File: src/rtl/dlx_mem_access_if.sv
// Pipeline-side request/response bundle for the DLX MEM-stage load/store unit.
// The pipeline is the master; dlx_mem_access is the slave.
interface dlx_mem_access_if;
   logic        req_valid;
   logic        req_ready;
   logic        req_we;
   logic [1:0]  req_size;
   logic        req_unsigned;
   logic [31:0] req_addr;
   logic [31:0] req_wdata;
   logic        resp_valid;
   logic        resp_err;
   logic [31:0] resp_rdata;

   modport master (
      output req_valid, req_we, req_size, req_unsigned, req_addr, req_wdata,
      input  req_ready, resp_valid, resp_err, resp_rdata
   );

   modport slave (
      input  req_valid, req_we, req_size, req_unsigned, req_addr, req_wdata,
      output req_ready, resp_valid, resp_err, resp_rdata
   );
endinterface

File: src/rtl/dlx_mem_access.sv
// Load/store controller between the DLX MEM stage and a word-wide synchronous RAM.
// Big-endian lanes, read-modify-write for sub-word stores, misaligned requests rejected.
module dlx_mem_access (
   input  logic              clk,
   input  logic              rst,
   dlx_mem_access_if.slave   bus,
   output logic              ram_cs,
   output logic              ram_oe,
   output logic              ram_we,
   output logic [31:0]       ram_addr,
   output logic [31:0]       ram_din,
   input  logic [31:0]       ram_dout
);

   typedef enum logic [2:0] {IDLE, RD, CAP, WR, RESP} state_t;

   localparam logic [1:0] SZ_BYTE = 2'b00;
   localparam logic [1:0] SZ_HALF = 2'b01;
   localparam logic [1:0] SZ_WORD = 2'b10;

   state_t      state_q, state_d;
   logic        we_q, we_d;
   logic [1:0]  size_q, size_d;
   logic        uns_q, uns_d;
   logic [31:0] addr_q, addr_d;
   logic [31:0] wdata_q, wdata_d;
   logic        err_q, err_d;
   logic [31:0] rdata_q, rdata_d;
   logic [31:0] merge_q, merge_d;

   logic        accept;
   logic        req_err;
   logic [7:0]  byte_lane;
   logic [15:0] half_lane;
   logic [31:0] load_ext;
   logic [31:0] merged;
   logic [4:0]  byte_sh;
   logic [4:0]  half_sh;

   assign bus.req_ready  = (state_q == IDLE) && !rst;
   assign accept         = bus.req_valid && bus.req_ready;
   assign bus.resp_valid = (state_q == RESP);
   assign bus.resp_err   = (state_q == RESP) && err_q;
   assign bus.resp_rdata = rdata_q;
   assign ram_addr       = {addr_q[31:2], 2'b00};
   assign ram_din        = (size_q == SZ_WORD) ? wdata_q : merge_q;

   assign req_err = (bus.req_size == 2'b11)
                 || ((bus.req_size == SZ_HALF) && bus.req_addr[0])
                 || ((bus.req_size == SZ_WORD) && (bus.req_addr[1:0] != 2'b00));

   // Lane offset 0 is the most significant byte, hence the inverted offset shift.
   always_comb begin
      byte_sh   = {~addr_q[1:0], 3'b000};
      half_sh   = addr_q[1] ? 5'd0 : 5'd16;
      byte_lane = 8'(ram_dout >> byte_sh);
      half_lane = 16'(ram_dout >> half_sh);
      case (size_q)
         SZ_BYTE: begin
            load_ext = {{24{!uns_q && byte_lane[7]}}, byte_lane};
            merged   = (ram_dout & ~(32'h0000_00FF << byte_sh))
                     | ({24'h0, wdata_q[7:0]} << byte_sh);
         end
         SZ_HALF: begin
            load_ext = {{16{!uns_q && half_lane[15]}}, half_lane};
            merged   = (ram_dout & ~(32'h0000_FFFF << half_sh))
                     | ({16'h0, wdata_q[15:0]} << half_sh);
         end
         default: begin
            load_ext = ram_dout;
            merged   = wdata_q;
         end
      endcase
   end

   always_comb begin
      state_d = state_q;
      we_d    = we_q;
      size_d  = size_q;
      uns_d   = uns_q;
      addr_d  = addr_q;
      wdata_d = wdata_q;
      err_d   = err_q;
      rdata_d = rdata_q;
      merge_d = merge_q;
      ram_cs  = 1'b0;
      ram_oe  = 1'b0;
      ram_we  = 1'b0;
      case (state_q)
         IDLE: begin
            if (accept) begin
               we_d    = bus.req_we;
               size_d  = bus.req_size;
               uns_d   = bus.req_unsigned;
               addr_d  = bus.req_addr;
               wdata_d = bus.req_wdata;
               err_d   = req_err;
               if (req_err) begin
                  rdata_d = 32'h0;
                  state_d = RESP;
               end else if (bus.req_we && (bus.req_size == SZ_WORD)) begin
                  rdata_d = 32'h0;
                  state_d = WR;
               end else begin
                  state_d = RD;
               end
            end
         end
         RD: begin
            ram_cs  = 1'b1;
            ram_oe  = 1'b1;
            state_d = CAP;
         end
         CAP: begin
            if (we_q) begin
               rdata_d = 32'h0;
               merge_d = merged;
               state_d = WR;
            end else begin
               rdata_d = load_ext;
               state_d = RESP;
            end
         end
         WR: begin
            ram_cs  = 1'b1;
            ram_we  = 1'b1;
            state_d = RESP;
         end
         RESP:    state_d = IDLE;
         default: state_d = IDLE;
      endcase
   end

   always_ff @(posedge clk) begin
      if (rst) begin
         state_q <= IDLE;
         we_q    <= 1'b0;
         size_q  <= 2'b00;
         uns_q   <= 1'b0;
         addr_q  <= 32'h0;
         wdata_q <= 32'h0;
         err_q   <= 1'b0;
         rdata_q <= 32'h0;
         merge_q <= 32'h0;
      end else begin
         state_q <= state_d;
         we_q    <= we_d;
         size_q  <= size_d;
         uns_q   <= uns_d;
         addr_q  <= addr_d;
         wdata_q <= wdata_d;
         err_q   <= err_d;
         rdata_q <= rdata_d;
         merge_q <= merge_d;
      end
   end

endmodule

File: src/flat_wrapper.sv
// flat-port wrapper written by rule: the top's interface ports become plain ports
module dlx_mem_access_flat 
  (clk, rst, ram_cs, ram_oe, ram_we, ram_addr, ram_din, ram_dout, bus_req_valid, bus_req_we, bus_req_size, bus_req_unsigned, bus_req_addr, bus_req_wdata, bus_req_ready, bus_resp_valid, bus_resp_err, bus_resp_rdata);
  dlx_mem_access_if bus_i ();
  input  logic clk;
  input  logic rst;
  output logic ram_cs;
  output logic ram_oe;
  output logic ram_we;
  output logic [31:0] ram_addr;
  output logic [31:0] ram_din;
  input  logic [31:0] ram_dout;
  input wire logic [$bits(bus_i.req_valid)-1:0] bus_req_valid;
  input wire logic [$bits(bus_i.req_we)-1:0] bus_req_we;
  input wire logic [$bits(bus_i.req_size)-1:0] bus_req_size;
  input wire logic [$bits(bus_i.req_unsigned)-1:0] bus_req_unsigned;
  input wire logic [$bits(bus_i.req_addr)-1:0] bus_req_addr;
  input wire logic [$bits(bus_i.req_wdata)-1:0] bus_req_wdata;
  output wire logic [$bits(bus_i.req_ready)-1:0] bus_req_ready;
  output wire logic [$bits(bus_i.resp_valid)-1:0] bus_resp_valid;
  output wire logic [$bits(bus_i.resp_err)-1:0] bus_resp_err;
  output wire logic [$bits(bus_i.resp_rdata)-1:0] bus_resp_rdata;
  assign bus_i.req_valid = bus_req_valid;
  assign bus_i.req_we = bus_req_we;
  assign bus_i.req_size = bus_req_size;
  assign bus_i.req_unsigned = bus_req_unsigned;
  assign bus_i.req_addr = bus_req_addr;
  assign bus_i.req_wdata = bus_req_wdata;
  assign bus_req_ready = bus_i.req_ready;
  assign bus_resp_valid = bus_i.resp_valid;
  assign bus_resp_err = bus_i.resp_err;
  assign bus_resp_rdata = bus_i.resp_rdata;
  dlx_mem_access u_core (.clk(clk), .rst(rst), .bus(bus_i), .ram_cs(ram_cs), .ram_oe(ram_oe), .ram_we(ram_we), .ram_addr(ram_addr), .ram_din(ram_din), .ram_dout(ram_dout));
endmodule
File: config.mk
export PLATFORM = sky130hd
export DESIGN_NAME = dlx_mem_access_flat
export DESIGN_NICKNAME = d
export VERILOG_FILES = /design/src/rtl/dlx_mem_access_if.sv /design/src/rtl/dlx_mem_access.sv /design/src/flat_wrapper.sv
export SDC_FILE = /design/constraint.sdc
export NUM_CORES = 1
export LEC_CHECK = 0
export BUFFER_PORTS_ARGS = -buffer_cell sky130_fd_sc_hd__buf_2
export CORE_MARGIN = 5
export CORE_UTILIZATION = 27
export CTS_BUF_LIST = sky130_fd_sc_hd__clkbuf_8
export DETAILED_ROUTE_END_ITERATION = 10
export PLACE_DENSITY = 0.57
export SLEW_MARGIN = 20
export SYNTH_ARGS = -nofsm -noshare
export SYNTH_HDL_FRONTEND = slang
export SYNTH_SLANG_ARGS = --single-unit
File: constraint.sdc
create_clock -name clk -period 1.9 [get_ports clk]
set_input_delay 0.38 -clock clk [delete_from_list [all_inputs] [get_ports clk]]
set_output_delay 0.38 -clock clk [all_outputs]
set_load 0.02 [all_outputs]
==> impl_metrics.ini <==
[synthesis]
ys_seq_area_share_pct = 40.4
ys_ff_latch = 136
synth_common_cells = nand2_1, dfxtp_1, a21oi_1
synthCells = 806
yosys_warnings = 0
synth_ff_type = dfxtp_1
async_flop_share_pct = 0
synth_edf_count = 0
synth_most_common_cell = nand2_1
synth_top_cell_area_share_pct = 40.4
synth_cell_types = 52
yosys-top-cells-area = dfxtp_1, mux2_2, nand2_1
synth.cell_area_mm2 = 0.00674
yosysTopAreaCell = dfxtp_1
synth.avg_cell_area_um2 = 8.36

[drt]
drtAntennaViolNets = 0
routed_via_density = 4.94
detail_route.first_pass.iterations = 5
vias = 6518
wl_per_cell_um = 18.4
routed_wl_um = 24300
drt_iter0_drc = 550
drc_errors = 0

[global_routing]
grt_max_degree = 54
grt-ovfl-total = 0
grt_pass1_vias = 6352
grt_usage_pct = 16.7
grt_pass1_wl_um = 37400
antenna_found_initial = 5

[final_layout]
nets = 1085
drive_above_1_share_pct = 36.8
fill_cells = 2566
syn_to_final_growth_pct = 33.1
diodes = 0

[place]
dp_hpwl_um = 17400
dpl_worst_slack_ns = 0.0977
io_buffer_count = 202
gp_congestion = 0.886

[critical_path]
start_kind = register
slowest_delay_ns = 0.34
cpMostUsedCell = buf_6
cp.required_ns = 1.52
worstPathArrival_ns = 1.80
crit_path_end_kind = output port
slowest_stage = dfxtp_2
critPathMaxFanout = 8
crit_chain = inv_2 > nor2_4 > buf_6 > buf_12 > mux2_4 > buf_6
crit_type = reg -> out

[die]
die_h_um = 168
coreArea_mm2 = 0.0245
dieArea_mm2 = 0.0282
rows = 57
ioPinCount = 205
start_util_pct = 27.5
die_w_um = 168

[clock_tree]
cts-root-buf = clkbuf_8
cts_hold_buffers = 0
cts_tree = built
htreeDepth = 4
clockBufferDepth = 2
clkSlewWorstSetupHoldPaths_ns = 0.09
numCtsBuffers = 17
clock_latency_ns = 0.46
cts.sinks = 136

[run_status]
violations = negative setup slack
status = complete, but fails checks

[timing]
slew_violations = 0
worst_slack_ns = -0.275
setup_viol = 32
final-hold-violation-count = 0
timing.final.crit_share_pct = 114
max_slew_margin_pct = 58.0
worst_slew_pin_slew_ns = 0.630
fmaxAchievable_mhz = 460
fin_worst_skew_ns = 0.0196
rsz0062_at_grt = yes
finalSetupTns_ns = -8.10
period_needed_ns = 2.18

[power_and_ir_drop]
p_per_area_mw_per_mm2 = 772
ir_drop_uv = 388
finalPower_mw = 6.92
power.leakage_nw = 3.76

[min_path]
hold_class = in -> reg

[job]
drv_cap = 0
## cell usage in the layout, fill, tap and decap left out, types with 4 or more instances in the layout
cell type,n
mux2_4,31
mux2i_1,8
o21ai_0,25
nand2_1,163
nor2_2,4
buf_4,45
or3_1,18
a22oi_1,8
a211oi_1,24
o211ai_1,8
a221o_1,16
buf_12,9
clkbuf_8,20
a21boi_0,6
nor2_1,40
buf_6,29
bufinv_16,4
o31ai_1,4
a22o_1,8
o22ai_1,8
mux2_2,24
dfxtp_1,132
nand2b_1,21
a21oi_1,105
buf_2,168
nor3_1,4
## critical path: cells and delay by family (launching register included)
family	cells	cell delay (ns)
AND/OR/NAND/NOR	1	0.17
buffers and inverters	4	0.48
flip-flops	1	0.34
multiplexers	1	0.32
## sequential cells by signal (all words and copies together), names as in the netlist
name,cells
u_core.uns_q,1
u_core.we_q,1
u_core.bus.resp_rdata,32
u_core.addr_q,32
u_core.err_q,1
u_core.merge_q,32
u_core.wdata_q,32
u_core.state_q,3
u_core.size_q,2
## per-layer routing
| layer | wire length [um] | vias to the layer above | global-route usage (%) |
|---|---|---|---|
| met5 | 58 | - | 0 |
| met4 | 341 | 10 | 4.20 |
| met3 | 2220 | 31 | 6.24 |
| met2 | 10600 | 247 | 25.5 |
| met1 | 11100 | 3079 | 22.3 |
| li1 | - | 3151 | - |
## final timing paths
path / startpoint / to / slack (ns) / depth (start not counted)
worst min register to register: u_core.addr_q[28]$_SDFFE_PP0P_ / u_core.addr_q[28]$_SDFFE_PP0P_ / 0.45 / 2
worst max-delay path: u_core.size_q[1]$_SDFFE_PP0P_ / ram_din[16] / -0.28 / 6
worst max register to register: u_core.size_q[0]$_SDFFE_PP0P_ / u_core.merge_q[7]$_SDFFE_PP0P_ / 0.07 / 7
worst min-delay path: bus_req_addr[22] / u_core.addr_q[22]$_SDFFE_PP0P_ / 0.15 / 3
## cell type report
class                      count  area [um^2]  share of cell area, %
clock buffer                  20          275                   3.07
clock inverter                12          174                   1.94
inverter                       3         11.3                  0.126
multi-input combinational    570         3620                   40.3
sequential                   136         2730                   30.4
tap                          324          405                   4.52
timing repair buffer         254         1760                   19.6
## kinds of logic after synthesis
group	after synthesis	synth area share [%]
compound gates	228	21.5
other cells	1	0.0557
mux	66	11.0
flops	136	40.4
buf+inv	101	8.65
simple gates	274	18.3
## through the flow
step	cell area, um^2	hold slack, ns	utilization (%)	instances
after floorplan	6740	0.432	-	807
after global placement	8040	0.432	32.9	1278
after detailed placement	8040	0.441	32.9	1278
after CTS	8870	0.119	36.3	1318
after global routing	8970	0.122	36.7	1319
final	8970	0.148	36.7	1319
## what timing repair did
item | in CTS | in global routing
setup buffers | 5 | 3
gates cloned | 3 | 0
endpoints found under the setup margin | 33 | 59
resized for setup | 75 | 42
pin swaps | 2 | 3
## report_power, final
group | switching [mW] | leakage [nW] | internal, mW
Clock | 1.21 | 0.222 | 1.53
Combinational | 0.655 | 2.43 | 0.506
Sequential | 0.0846 | 1.10 | 2.94
Total | 1.95 | 3.76 | 4.98
Power figures use the tool's default switching activity.
